[src/rtl/user_mgr_arbiter.sv]
// user_mgr_arbiter: round-robin OBI manager arbiter with in-order response routing.
module user_mgr_arbiter #(
  parameter int NumReq    = 2,
  parameter int MaxTrans  = 2,
  parameter int AddrWidth = 32,
  parameter int DataWidth = 32
) (
  input  logic                                 clk_i,
  input  logic                                 rst_i,
  input  logic [NumReq-1:0]                    req_i,
  output logic [NumReq-1:0]                    gnt_o,
  input  logic [NumReq-1:0][AddrWidth-1:0]     addr_i,
  input  logic [NumReq-1:0]                    we_i,
  input  logic [NumReq-1:0][DataWidth/8-1:0]   be_i,
  input  logic [NumReq-1:0][DataWidth-1:0]     wdata_i,
  output logic [NumReq-1:0]                    rvalid_o,
  output logic [DataWidth-1:0]                 rdata_o,
  output logic                                 err_o,
  output logic                                 mgr_req_o,
  input  logic                                 mgr_gnt_i,
  output logic [AddrWidth-1:0]                 mgr_addr_o,
  output logic                                 mgr_we_o,
  output logic [DataWidth/8-1:0]               mgr_be_o,
  output logic [DataWidth-1:0]                 mgr_wdata_o,
  input  logic                                 mgr_rvalid_i,
  input  logic [DataWidth-1:0]                 mgr_rdata_i,
  input  logic                                 mgr_err_i,
  output logic                                 idle_o,
  output logic                                 rsp_err_o
);
  localparam int IdxW = $clog2(NumReq);
  localparam int PtrW = (MaxTrans > 1) ? $clog2(MaxTrans) : 1;
  localparam int CntW = $clog2(MaxTrans + 1);

  if (NumReq < 2 || MaxTrans < 1) begin : g_bad_params
    $error("user_mgr_arbiter: NumReq must be >= 2 and MaxTrans >= 1");
  end

  logic [IdxW-1:0] r_prio, r_lock_idx, w_rr_idx, w_sel;
  logic            r_lock, r_rsp_err, w_full, w_hs, w_pop;
  logic [IdxW-1:0] r_fifo [MaxTrans];
  logic [PtrW-1:0] r_wptr, r_rptr;
  logic [CntW-1:0] r_cnt;

  // Walk downward so the requester closest to r_prio is the last (winning) assignment.
  always_comb begin
    w_rr_idx = '0;
    for (int i = NumReq - 1; i >= 0; i--)
      if (req_i[(int'(r_prio) + i) % NumReq]) w_rr_idx = IdxW'((int'(r_prio) + i) % NumReq);
  end

  assign w_sel       = r_lock ? r_lock_idx : w_rr_idx;
  assign w_full      = r_cnt == CntW'(MaxTrans);
  assign mgr_req_o   = !rst_i && !w_full && req_i[w_sel];
  assign w_hs        = mgr_req_o && mgr_gnt_i;
  assign w_pop       = !rst_i && mgr_rvalid_i && r_cnt != '0;
  assign gnt_o       = NumReq'(w_hs) << w_sel;
  assign rvalid_o    = NumReq'(w_pop) << r_fifo[r_rptr];
  assign mgr_addr_o  = addr_i[w_sel];
  assign mgr_we_o    = we_i[w_sel];
  assign mgr_be_o    = be_i[w_sel];
  assign mgr_wdata_o = wdata_i[w_sel];
  assign rdata_o     = mgr_rdata_i;
  assign err_o       = mgr_err_i;
  assign idle_o      = !(|req_i) && r_cnt == '0;
  assign rsp_err_o   = r_rsp_err;

  always_ff @(posedge clk_i or posedge rst_i) begin
    if (rst_i) begin
      r_prio     <= '0;
      r_lock     <= 1'b0;
      r_lock_idx <= '0;
      r_wptr     <= '0;
      r_rptr     <= '0;
      r_cnt      <= '0;
      r_rsp_err  <= 1'b0;
    end else begin
      r_lock     <= mgr_req_o && !mgr_gnt_i;
      r_lock_idx <= w_sel;
      if (w_hs) begin
        r_prio <= (w_sel == IdxW'(NumReq - 1)) ? '0 : w_sel + 1'b1;
        r_wptr <= (r_wptr == PtrW'(MaxTrans - 1)) ? '0 : r_wptr + 1'b1;
      end
      if (w_pop) r_rptr <= (r_rptr == PtrW'(MaxTrans - 1)) ? '0 : r_rptr + 1'b1;
      r_cnt <= r_cnt + CntW'(w_hs) - CntW'(w_pop);
      if (mgr_rvalid_i && r_cnt == '0) r_rsp_err <= 1'b1;
    end
  end

  always_ff @(posedge clk_i)
    if (w_hs) r_fifo[r_wptr] <= w_sel;
endmodule

[config.mk]
export PLATFORM = sky130hd
export DESIGN_NAME = user_mgr_arbiter
export DESIGN_NICKNAME = d
export VERILOG_FILES = /design/src/rtl/user_mgr_arbiter.sv
export SDC_FILE = /design/constraint.sdc
export NUM_CORES = 1
export LEC_CHECK = 0
export CAP_MARGIN = 0
export CORE_AREA = 10 10 102 104
export DETAILED_ROUTE_END_ITERATION = 16
export DIE_AREA = 0 0 112 114
export PLACE_DENSITY = 0.79
export SLEW_MARGIN = 0
export SYNTH_ARGS = -nofsm -noshare
export SYNTH_HDL_FRONTEND = slang
export SYNTH_SLANG_ARGS = --single-unit
export TNS_END_PERCENT = 100
[constraint.sdc]
create_clock -name clk_i -period 4.7 [get_ports clk_i]
set_input_delay 0.47 -clock clk_i [delete_from_list [all_inputs] [get_ports clk_i]]
set_output_delay 0.47 -clock clk_i [all_outputs]
set_load 0.03 [all_outputs]
# Word level (Yosys, flattened, before mapping)
# Memories as Yosys holds them, arrays and structs flattened.
# Index checks and enable logic that the tools add are counted.
dict set report classes {
  addsub 6
  order_cmp 3
  eq_ne 1
  n_shift 2
  mux 23
  bitwise 1
  reduce_logical 15
}
# operator n
set op_table {}
lappend op_table {{32-bit two-way mux} 4}
lappend op_table {{1-bit two-way mux} 17}
lappend op_table {{1-bit logical AND} 8}
lappend op_table {{4-bit two-way mux} 2}
lappend op_table {{1-bit adder, second input constant} 4}
lappend op_table {{1-bit logical NOT} 4}
lappend op_table {{1-bit by 2-bit less-than comparator with 1-bit output, second input constant} 2}
lappend op_table {{1-bit by 1-bit << shifter with 2-bit output} 2}
lappend op_table {{2-bit by 3-bit less-than comparator with 1-bit output, second input constant} 1}
lappend op_table {{2-bit by 1-bit adder with 2-bit output} 1}
lappend op_table {{2-bit == test, second input constant} 1}
lappend op_table {{2-bit logical NOT} 1}
lappend op_table {{2-bit nonzero test} 1}
lappend op_table {{2-bit OR reduction} 1}
lappend op_table {{2-bit by 1-bit subtractor with 2-bit output} 1}
lappend op_table {{1-bit AND, first input constant} 1}
dict set report totals {
  regBits 8
  ram_bits 2
  input_bits 177
  out_inout_bits 109
  mem_count 1
}
# memory depth width read_ports rd_ports_with_merged_regs wr line_no
set memory_table {}
lappend memory_table {r_fifo 2 1 1 0 1 41} ;# logic [IdxW-1:0] r_fifo [MaxTrans];

# Logic depth before layout (Yosys ltp)
dict set report depth {
  depth_word 14
  depth_mapped 5
  ltp_nobuf 5
}

# Worst setup path after synthesis
# Ideal clock, no wire load.
dict set report synth_timing {
  kind {reg2out}
  start {register r_lock}
  end {output mgr_addr_o[0]}
  arrival_ps 1524
  slack_ps 2706
  path_stages_with_launch 5
  cell_sequence {dfrtp_1 nand2b_1 o21ai_2 buf_4 mux2_2}
}
dict set report synth_via {
  elab_chain_len 3
}
# item line_no
set synth_lines {}
lappend synth_lines {{start, declared} 40} ;# logic r_lock, r_rsp_err, w_full, w_hs, w_pop;
lappend synth_lines {{start signal, assigned} 78} ;# r_lock <= mgr_req_o && !mgr_gnt_i;
lappend synth_lines {{1-bit two-way mux} 52} ;# assign w_sel = r_lock ? r_lock_idx : w_rr_idx;
lappend synth_lines {{32-bit two-way mux (implied by the code) (2 in a row)} 59} ;# assign mgr_addr_o = addr_i[w_sel];
lappend synth_lines {{end, declared} 21} ;# output logic [AddrWidth-1:0] mgr_addr_o,
# No other way between the ends. The select of a mux whose other input is x is not followed.

# Worst setup path after layout
dict set report layout_timing {
  start {input req_i[1]}
  end {output mgr_addr_o[3]}
}
dict set report layout_via {
  elab_chain_len 8
  word_cells_on_any_way 10
  classes_between {mux (10)}
}
# item line_no
set layout_lines {}
lappend layout_lines {{start, declared} 10} ;# input logic [NumReq-1:0] req_i,
lappend layout_lines {{1-bit two-way mux (implied by the code) (3 in a row)} 49} ;# if (req_i[(int'(r_prio) + i) % NumReq]) w_rr_idx = IdxW'((int'(r_prio) + i) % NumReq);
lappend layout_lines {{1-bit two-way mux} 49}
lappend layout_lines {{1-bit two-way mux (*)} 49}
lappend layout_lines {{1-bit two-way mux (*)} 52}
lappend layout_lines {{32-bit two-way mux (implied by the code) (*) (2 in a row)} 59}
# Every way passes the cells marked *; elsewhere a longest branch is shown, timed or not. The select of a mux whose other input is x is not followed.

==> run summary <==
The flow ran to the end, and the final reports show no timing, DRC or antenna violations. The number of antenna violations at the first check in global routing is 0. TritonCTS built the clock tree. Maximum buffer depth of the clock tree: 2. Setup clock skew after layout: 0.00320 ns. The die is 114 um tall. The share of layout cells above drive strength 1 was 22.8%. In this run, post-CTS hold repair placed 0 buffers. The tools report the post-synth design cell area as 0.00158 mm2. The root buffer cell chosen for the clock tree is sky130_fd_sc_hd__clkbuf_8. The maximum fanout count along the critical path was 42. Classification of the worst setup path: in -> out.

The tools report the H-tree depth reported by CTS as 1. In the global route stage, overall resource usage came out at 11.6%. The number of optimization iterations in the first detailed-route pass is 4. After synthesis, the share of flip-flops with an asynchronous set or reset is 80.0%. For this design the ratio of total power to cell area is 308 mW/mm2.

The buffer count from post-CTS setup fixing is 0. Predominant post-synthesis flop cell: sky130_fd_sc_hd__dfrtp_1. Post-synthesis sequential element count: 10. CTS saw 10 sinks. Pin placement for this block handled 286 I/O pins.

The routed wire length per instance works out to 18.4 um. In this run the worst hold path is classified as reg -> reg. Total negative slack: 0 ns.

Clock-pin transition on the worst setup and hold timing paths: 0.04 ns. The vias after detailed routing is 1877. Yosys mapped the design onto 24 distinct sky130hd cell types. The number of violations reported at the end of detailed-routing iteration 0 is 66. For this run, design rule violations remaining after detail routing come to 0.

After the last flow step, the layout net total stands at 517. The routed design has 8220 um of wire. The portion of the post-synthesis area used by sequential elements is 16.4%, and the core area is 0.00847 mm2. Timing analysis after detailed placement gives a worst setup slack of 1.43 ns.

Setup repair after global routing left no endpoint under its margin. The number of nets in the synthesized netlist is 331. In this run the tightest slew margin relative to its limit is 66.0%. Ranked by total cell area, the synthesized netlist is headed by sky130_fd_sc_hd__mux2_2 (49%), sky130_fd_sc_hd__buf_4 (19%), sky130_fd_sc_hd__dfrtp_1 (13%). The die is 112 um wide. The number of antenna diodes in the final layout is 0. Timing would allow up to 0.308 GHz. After synthesis, the most frequently instantiated cells are sky130_fd_sc_hd__mux2_2 (69), sky130_fd_sc_hd__buf_4 (40), sky130_fd_sc_hd__dfrtp_1 (8). The number of global-route vias before repair came out at 2093.

The worst setup path is launched from an input pin. After layout, the worst setup slack is 1.45 ns. The tool flagged a number of max-cap violations equal to 0.

The worst ir drop on vdd came out at 0.164 mV. The wire length of the first global-routing pass was 12000 um. In this run the mean area of a mapped cell was 10.3 um2. In the post-synthesis netlist, the cell with the most instances is sky130_fd_sc_hd__mux2_2. At the worst endpoint, the required time is 4.23 ns. The count of port buffers added during placement came out at 219. During synthesis, Yosys emitted a total of 0 warnings. The worst setup path is captured at a primary output. The analysis attributes to cell leakage a power of 1.38 nW. In this run the biggest area consumer among cell types represents 49.1% of the synthesized area.

The synthesized instance count was 153. Pin count of the biggest net entering global routing: 43. The die covers 0.0128 mm2. For the final count of hold timing violations, the log shows 0.

The logs give 0 for the residual overflow from global routing and 2.78 ns for the worst endpoint data arrival time. The count of flip-flops with a built-in enable after synthesis works out to 2. The largest area contributor in the synthesized netlist was sky130_fd_sc_hd__mux2_2. The count of nets left with antenna violations after detail routing was 0.

Setup violations remaining at the end of the flow were counted as 0. For this configuration, the core starts out at a cell density of 18.7%. After legalization and detailed placement, the total HPWL measured 7410 um.

The post-route minimum period was 3.25 ns. The slew at the pin closest to its max-slew limit is 0.509 ns, and the routability congestion estimate from global placement is 0.747. The mean number of vias per cell was 4.21; the post-cts resize count was 0.

Clock latency on the worst-skew pair, taken at its later pin, is 0.23 ns. The initialized floorplan defines 34 standard-cell rows. The tools report the TritonCTS buffer count as 3. The area growth from synthesis to layout is 133%.

The tools report the final count of pins violating max slew as 0. The final critical path takes up 69.1% of the cycle.
-- cell type report --
type | instances | area, um2
clock buffer | 4 | 55.1
fill | 800 | 4780
inverter | 3 | 11.3
multi-input combinational | 100 | 1020
sequential | 10 | 260
tap | 108 | 135
timing repair buffer | 221 | 2210
-- power breakdown --
group          internal (W)  switching, W  leakage [nW]
Sequential         0.000119     0.0000249         0.111
Clock             0.0000734     0.0000317        0.0288
Combinational      0.000457      0.000431          1.24
Total              0.000649      0.000487          1.38
-- per-stage QoR --
| step | instance area [um2] | utilization [%] | std cells | power (W) | hold slack, ns |
|---|---|---|---|---|---|
| global route | 3690 | 43.6 | 446 | 0.00120 | 0.476 |
| detailed placement | 3630 | 42.9 | 442 | 0.00104 | 0.449 |
| global placement | 3630 | 42.9 | 442 | 0.00103 | 0.448 |
| floorplan | 1580 | - | 153 | 0.000720 | 0.286 |
| CTS | 3690 | 43.6 | 446 | 0.00115 | 0.459 |
| finish | 3690 | 43.6 | 446 | 0.00114 | 0.459 |
-- path summary, 6_finish.rpt --
kind / from / cells past startpoint / end / slack (ns)
worst max-delay path: req_i[1] / 6 / mgr_addr_o[3] / 1.45
worst min-delay path: rsp_err_o$_DFFE_PP0P_ / 1 / rsp_err_o$_DFFE_PP0P_ / 0.46
worst max register to register: r_cnt[1]$_DFF_PP0_ / 5 / r_cnt[1]$_DFF_PP0_ / 2.99
worst min register to register: rsp_err_o$_DFFE_PP0P_ / 1 / rsp_err_o$_DFFE_PP0P_ / 0.46
max in group asynchronous: rst_i / 2 / rsp_err_o$_DFFE_PP0P_ / 3.81
min in group asynchronous: rst_i / 2 / r_prio$_DFFE_PP0P_ / 0.66
-- sequential cells by signal (all words and copies together), names as in the netlist --
signal,flops
r_wptr,1
r_lock_idx,1
r_fifo,2
r_rptr,1
rsp_err_o,1
r_cnt,2
r_prio,1
r_lock,1
-- logic make-up after synthesis --
family	share of synthesized area (%)
adders and majority gates	0.790
muxes	49.7
AOI/OAI and AO/OA	3.40
DFF	16.4
xor gates and xnor gates	2.77
buffers and inverters	19.7
and+or+nand+nor	7.19
-- layout by cell type, fill, tap and decap left out, types with 2 or more instances in the layout --
master                            instances
sky130_fd_sc_hd__nor2_1                   3
sky130_fd_sc_hd__dfrtp_1                  8
sky130_fd_sc_hd__buf_4                    2
sky130_fd_sc_hd__clkdlybuf4s50_1        219
sky130_fd_sc_hd__a21oi_1                  2
sky130_fd_sc_hd__clkbuf_8                 4
sky130_fd_sc_hd__nand2_1                  2
sky130_fd_sc_hd__and2_1                   2
sky130_fd_sc_hd__mux2_2                  69
sky130_fd_sc_hd__and3_1                   2
sky130_fd_sc_hd__xor2_1                   3
sky130_fd_sc_hd__inv_1                    3
sky130_fd_sc_hd__edfxtp_1                 2
sky130_fd_sc_hd__nor2b_1                  4
sky130_fd_sc_hd__xnor2_1                  2
-- layer usage --
| layer | share of wire, % | up-vias | global-route usage, % |
|---|---|---|---|
| met5 | 0 | - | 0 |
| met4 | 0.86 | 0 | 2.37 |
| met3 | 12 | 12 | 5.98 |
| met2 | 47 | 154 | 19.5 |
| met1 | 39 | 836 | 12.9 |
| li1 | - | 875 | - |
-- critical path: stages --
cell and delay, ns:
sky130_fd_sc_hd__clkdlybuf4s50_1 0.49, sky130_fd_sc_hd__nand2b_1 0.15, sky130_fd_sc_hd__o21ai_4 0.18, sky130_fd_sc_hd__buf_4 0.44
sky130_fd_sc_hd__mux2_2 0.41, sky130_fd_sc_hd__clkdlybuf4s50_1 0.60
No activity file was read; power rests on OpenSTA's default activity.
